### src/rtl/obs_histogram.sv
// rtl/obs_histogram.sv - observed-count histogram feeding the chi-squared stage
//
// Collects NSAMPLES categorised samples into NBINS saturating bin counters,
// pulses calc_done when the run is complete, then serves one bin count per
// rd_rqst on O_out/data_rdy. A request once all bins have been served ends
// the readout and returns the block to IDLE.
//
// Ports:
//   clk, rst_n          clock (rising edge), synchronous active-low reset
//   start               begin/restart a collection run (single-cycle pulse)
//   samp_vld, samp_bin  sample strobe and its bin index
//   rd_rqst             request the next bin count
//   O_out, data_rdy     bin count and its one-cycle valid pulse
//   calc_done           one-cycle pulse when the run is complete
//   busy                high while collecting or reading out
//   bad_bin_cnt         saturating count of out-of-range samples
//   ovf                 sticky: some bin saturated during this run
module obs_histogram #(
    parameter int NBINS    = 6,
    parameter int POPSIZE  = 100,
    parameter int NSAMPLES = 65200,
    localparam int CW = $clog2(POPSIZE) + 8,
    localparam int BW = $clog2(NBINS),
    localparam int TW = $clog2(NSAMPLES + 1)
) (
    input  logic          clk,
    input  logic          rst_n,
    input  logic          start,
    input  logic          samp_vld,
    input  logic [BW-1:0] samp_bin,
    input  logic          rd_rqst,
    output logic [CW-1:0] O_out,
    output logic          data_rdy,
    output logic          calc_done,
    output logic          busy,
    output logic [7:0]    bad_bin_cnt,
    output logic          ovf
);

    localparam int RW = $clog2(NBINS + 1);

    typedef enum logic [1:0] {
        IDLE    = 2'd0,
        COLLECT = 2'd1,
        DONE    = 2'd2,
        READOUT = 2'd3
    } state_t;

    state_t          state_q, state_d;
    logic [CW-1:0]   cnt_q [NBINS];
    logic [CW-1:0]   cnt_d [NBINS];
    logic [TW-1:0]   samp_cnt_q, samp_cnt_d;
    logic [RW-1:0]   rd_idx_q, rd_idx_d;
    logic [CW-1:0]   o_out_q, o_out_d;
    logic            data_rdy_q, data_rdy_d;
    logic            calc_done_q, calc_done_d;
    logic            busy_q, busy_d;
    logic [7:0]      bad_q, bad_d;
    logic            ovf_q, ovf_d;
    logic            clear;

    always_comb begin
        state_d     = state_q;
        cnt_d       = cnt_q;
        samp_cnt_d  = samp_cnt_q;
        rd_idx_d    = rd_idx_q;
        o_out_d     = o_out_q;
        data_rdy_d  = 1'b0;
        bad_d       = bad_q;
        ovf_d       = ovf_q;
        // start only matters before results are published; it wins over a
        // same-cycle sample so a restart never carries stale data.
        clear       = start && (state_q == IDLE || state_q == COLLECT);

        case (state_q)
            IDLE: begin
                if (start) state_d = COLLECT;
            end
            COLLECT: begin
                if (!clear && samp_vld) begin
                    samp_cnt_d = samp_cnt_q + 1'b1;
                    if (int'(samp_bin) < NBINS) begin
                        for (int i = 0; i < NBINS; i++) begin
                            if (int'(samp_bin) == i) begin
                                if (cnt_q[i] == {CW{1'b1}}) ovf_d = 1'b1;
                                else                        cnt_d[i] = cnt_q[i] + 1'b1;
                            end
                        end
                    end else if (bad_q != 8'hff) begin
                        bad_d = bad_q + 8'd1;
                    end
                    if (samp_cnt_q == TW'(NSAMPLES - 1)) state_d = DONE;
                end
            end
            DONE: begin
                rd_idx_d = '0;
                state_d  = READOUT;
            end
            READOUT: begin
                if (rd_rqst) begin
                    if (rd_idx_q < RW'(NBINS)) begin
                        for (int i = 0; i < NBINS; i++) begin
                            if (int'(rd_idx_q) == i) o_out_d = cnt_q[i];
                        end
                        data_rdy_d = 1'b1;
                        rd_idx_d   = rd_idx_q + 1'b1;
                    end else begin
                        state_d = IDLE;
                    end
                end
            end
            default: state_d = IDLE;
        endcase

        if (clear) begin
            for (int i = 0; i < NBINS; i++) cnt_d[i] = '0;
            samp_cnt_d = '0;
            bad_d      = '0;
            ovf_d      = 1'b0;
        end

        // Flags are derived from the next state so they line up with it.
        calc_done_d = (state_d == DONE);
        busy_d      = (state_d == COLLECT) || (state_d == READOUT);
    end

    always_ff @(posedge clk) begin
        if (!rst_n) begin
            state_q     <= IDLE;
            for (int i = 0; i < NBINS; i++) cnt_q[i] <= '0;
            samp_cnt_q  <= '0;
            rd_idx_q    <= '0;
            o_out_q     <= '0;
            data_rdy_q  <= 1'b0;
            calc_done_q <= 1'b0;
            busy_q      <= 1'b0;
            bad_q       <= '0;
            ovf_q       <= 1'b0;
        end else begin
            state_q     <= state_d;
            cnt_q       <= cnt_d;
            samp_cnt_q  <= samp_cnt_d;
            rd_idx_q    <= rd_idx_d;
            o_out_q     <= o_out_d;
            data_rdy_q  <= data_rdy_d;
            calc_done_q <= calc_done_d;
            busy_q      <= busy_d;
            bad_q       <= bad_d;
            ovf_q       <= ovf_d;
        end
    end

    assign O_out       = o_out_q;
    assign data_rdy    = data_rdy_q;
    assign calc_done   = calc_done_q;
    assign busy        = busy_q;
    assign bad_bin_cnt = bad_q;
    assign ovf         = ovf_q;

endmodule

### config.mk
export PLATFORM = sky130hd
export DESIGN_NAME = obs_histogram
export DESIGN_NICKNAME = d
export VERILOG_FILES = /design/src/rtl/obs_histogram.sv
export SDC_FILE = /design/constraint.sdc
export NUM_CORES = 1
export LEC_CHECK = 0
export BUFFER_PORTS_ARGS = -buffer_cell sky130_fd_sc_hd__buf_4
export CORE_ASPECT_RATIO = 1.75
export CORE_UTILIZATION = 55
export DETAILED_ROUTE_END_ITERATION = 8
export PLACE_DENSITY = 0.74
export SKIP_LAST_GASP = 1
export SLEW_MARGIN = 10
export SYNTH_ARGS = -nofsm -noshare
export SYNTH_HDL_FRONTEND = slang
export SYNTH_SLANG_ARGS = --single-unit
### constraint.sdc
create_clock -name clk -period 2.21 [get_ports clk]
set_input_delay 0.3315 -clock clk [delete_from_list [all_inputs] [get_ports clk]]
set_output_delay 0.3315 -clock clk [all_outputs]
set_load 0.005 [all_outputs]
==> results.json <==
{
  "critPathArrivalTime_ps": 2420,
  "r2r-start": "rd_idx_q[1]",
  "layout.nets": 928,
  "final-instance-count-excl-fill": 1088,
  "pre_cts_slack_ps": -247,
  "intPower_mw": 4.23,
  "combinationalPowerShare_pct": 2.3,
  "p_switching_mw": 1.21,
  "synth-edff-count": 0,
  "dieHeight_microns": 152,
  "p_leak_nw": 2.62,
  "avgSynthCellArea_sq_um": 8.27,
  "grt.overflow.total": 0,
  "cp-end-kind": "register",
  "skew_ps": 10.7,
  "worstMarginPinSlew_ps": 595,
  "firstDrtPassIters": 5,
  "num_vias": 6690,
  "start_util_pct": 56.6,
  "synth_commonest_cells": "dfxtp_1 (138), nor2_1 (132), xnor2_1 (71)",
  "die_w_microns": 88.0,
  "grt_pass1_vias": 6545,
  "ctsHoldBuffers": 0,
  "total_power_mw": 5.45,
  "drive_gt1_share_pct": 14.1,
  "cts_made_buffers": 17,
  "ys_async_sr_fraction_pct": 0,
  "hp-start": "rst_n",
  "synth_flop_cell": "dfxtp_1",
  "p_clk_share_pct": 51.9,
  "wl_mm": 20.3,
  "slew_headroom_pct": 59.3,
  "cts_tree": "yes",
  "power_density_nw_per_um2": 652,
  "seq_area_frac_synth_pct": 38.8,
  "ant_nets": 0,
  "worstPathRequired_ps": 2530,
  "worstSetupPathType": "reg -> reg",
  "maxCapViolCount": 0,
  "antenna_cells": 0,
  "drv_slew": 0,
  "fmax_mhz": 478,
  "cts.clk_slew.worst_paths_ps": 60,
  "clock-root-buffer": "clkbuf_16",
  "wire_per_inst_microns": 18.6,
  "cts_max_level": 4,
  "placed_area_sq_um": 7720,
  "drc": 0,
  "ys_types": 61,
  "critPathMaxFanout": 7,
  "viasPerCell": 6.15,
  "clockBufferDepth": 2,
  "grt_pass1_wl_mm": 32.2,
  "clk_latency_ps": 420,
  "power_switching_share_pct": 22.3,
  "grt_max_degree": 71,
  "synth_area_leaders": "dfxtp_1 (39%), xnor2_1 (8.7%), nor2_1 (7.0%), a221oi_1 (3.7%), nand2_1 (3.6%)",
  "start_kind": "register",
  "die-area_sq_um": 13400,
  "synthDominantCellAreaShare_pct": 38.8,
  "min_period_over_period_pct": 94.7,
  "syn_inst": 861,
  "fillerInstances": 1086,
  "yosys.area.top_type": "dfxtp_1",
  "min_period_ps": 2090,
  "finalHoldViolations": 0,
  "grt_use_total_pct": 31.2,
  "fin_area_sq_um": 8350,
  "synth.most_common_cell": "dfxtp_1",
  "syn-num-nets": 882,
  "worstReg2RegEnd": "O_out[14]",
  "drt_iter0_drc": 452,
  "ys_ff_latch": 138,
  "placedCellCount": 1055,
  "cts.sinks": 138,
  "rr_worst_depth": 9,
  "hpwl_mm": 14.9,
  "port_buffers": 34,
  "core_area_sq_um": 12600,
  "post_cts_buffers": 0,
  "finalSetupViolations": 0,
  "pin_count": 35,
  "ir_worst_vdd_v": 0.000486,
  "hold_depth": 2,
  "areaGrowthSynthToFinish_pct": 17.3,
  "syn_area_sq_um": 7120,
  "worst_hold_path_type": "in -> reg",
  "reg2reg_setup_slack_ps": 120,
  "power_frac_seq_pct": 45.8,
  "timing.final.ws_setup_ps": 118,
  "antenna_found_initial": 0,
  "gp_congestion": 0.979,
  "grt_setup_unrepaired": "yes",
  "whs_endpoint": "busy",
  "synth_warnings": 0,
  "status": "completed",
  "rows": 54
}
[registers in the layout, summed over array words and instances (netlist names)]
signal       flops
data_rdy         1
samp_cnt_q      16
busy             1
calc_done        1
bad_bin_cnt      8
O_out           15
cnt_q           90
ovf              1
state_q          2
rd_idx_q         3
[critical path, cell delays in order (launching register included)]
cell and delay, ps:
dfxtp_1 310, buf_4 140, inv_1 90, ha_2 220
nor3b_4 270, buf_4 210, a221oi_1 90, a221oi_1 310
a211oi_1 80, o32ai_1 270
[area by class of cell]
type                    count  area, sq um  share of cell area (%)
flip-flops and latches    138         2760                    33.1
inverters                  47          176                    2.11
clock inverters            12          140                    1.68
multi-input cells         629         4030                    48.2
clock buffers              20          447                    5.35
well taps                 168          210                    2.52
repair buffers             74          584                    7.00
[power groups by stage]
stage                     clock (mW)  sequential, mW  combinational, mW
after CTS                       2.85            2.49              0.124
final                           2.83            2.49              0.125
after global routing            2.96            2.49              0.135
after detailed placement           0            2.55              0.124
after floorplan                    0            2.55             0.0710
after global placement             0            2.55              0.122
[metrics by stage]
stage          utilization [%]  hold WS [ps]  setup TNS [ps]
2_1_floorplan                -           449               0
3_3_place_gp              61.5           455           -1770
3_5_place_dp              61.5           459           -3240
4_1_cts                   66.1           197               0
5_1_grt                   66.4           200           -71.6
6_report                  66.4           202               0
[metal layers]
| layer | vias to the layer above | wire length [microns] | track usage (%) |
|---|---|---|---|
| met2 | 258 | 9980 | 51.9 |
| met1 | 3161 | 7610 | 34.3 |
| li1 | 3190 | - | - |
| met3 | 81 | 1140 | 5.80 |
| met5 | - | 0 | 0 |
| met4 | 0 | 1530 | 23.0 |
[logic make-up (layout without fill, tap and decap cells)]
kind of cell             after synthesis  count (layout)  share of synthesized area [%]
AO/OA/AOI/OAI                        120             120                           12.8
XOR/XNOR                              88              88                           10.8
adder cells (fa/ha/maj)               13              13                           2.29
buffers and inverters                 94             153                           5.24
flip-flops                           138             138                           38.8
multiplexers                           7               7                           1.00
AND/OR/NAND/NOR                      401             401                           29.0
[layout by cell type (no fill, tap or decap), types with 13 or more instances in the layout]
cell type and instances:
a211oi_1 18, xnor2_1 71, clkbuf_16 17, nand4_1 25, buf_4 71, nand3_1 40, o32ai_1 15, xor2_1 17
nand2_1 69, a21oi_1 19, inv_1 46, a221oi_1 30, dfxtp_1 138, nor4_1 36, nor3_1 21, nor2_1 132
o21ai_0 13
[worst max path at each step]
| stage | start | endpoint | slack, ps | cells past startpoint |
|---|---|---|---|---|
| after floorplan | rd_idx_q[0] | O_out[10] | 150 | 9 |
| after global placement | rd_idx_q[0] | O_out[10] | -130 | 7 |
| after detailed placement | rd_idx_q[0] | O_out[13] | -250 | 7 |
| after CTS | rd_idx_q[0] | O_out[3] | 60 | 6 |
| after global routing | rd_idx_q[1] | O_out[13] | -40 | 9 |
| final | rd_idx_q[1] | O_out[14] | 120 | 9 |
[what timing repair did]
action / in CTS / in global routing
pin swaps: 0 / 7
setup endpoints to repair: 15 / 16
gates cloned: 0 / 1
resized for setup: 1 / 11
(Power assumes the default switching activity.)
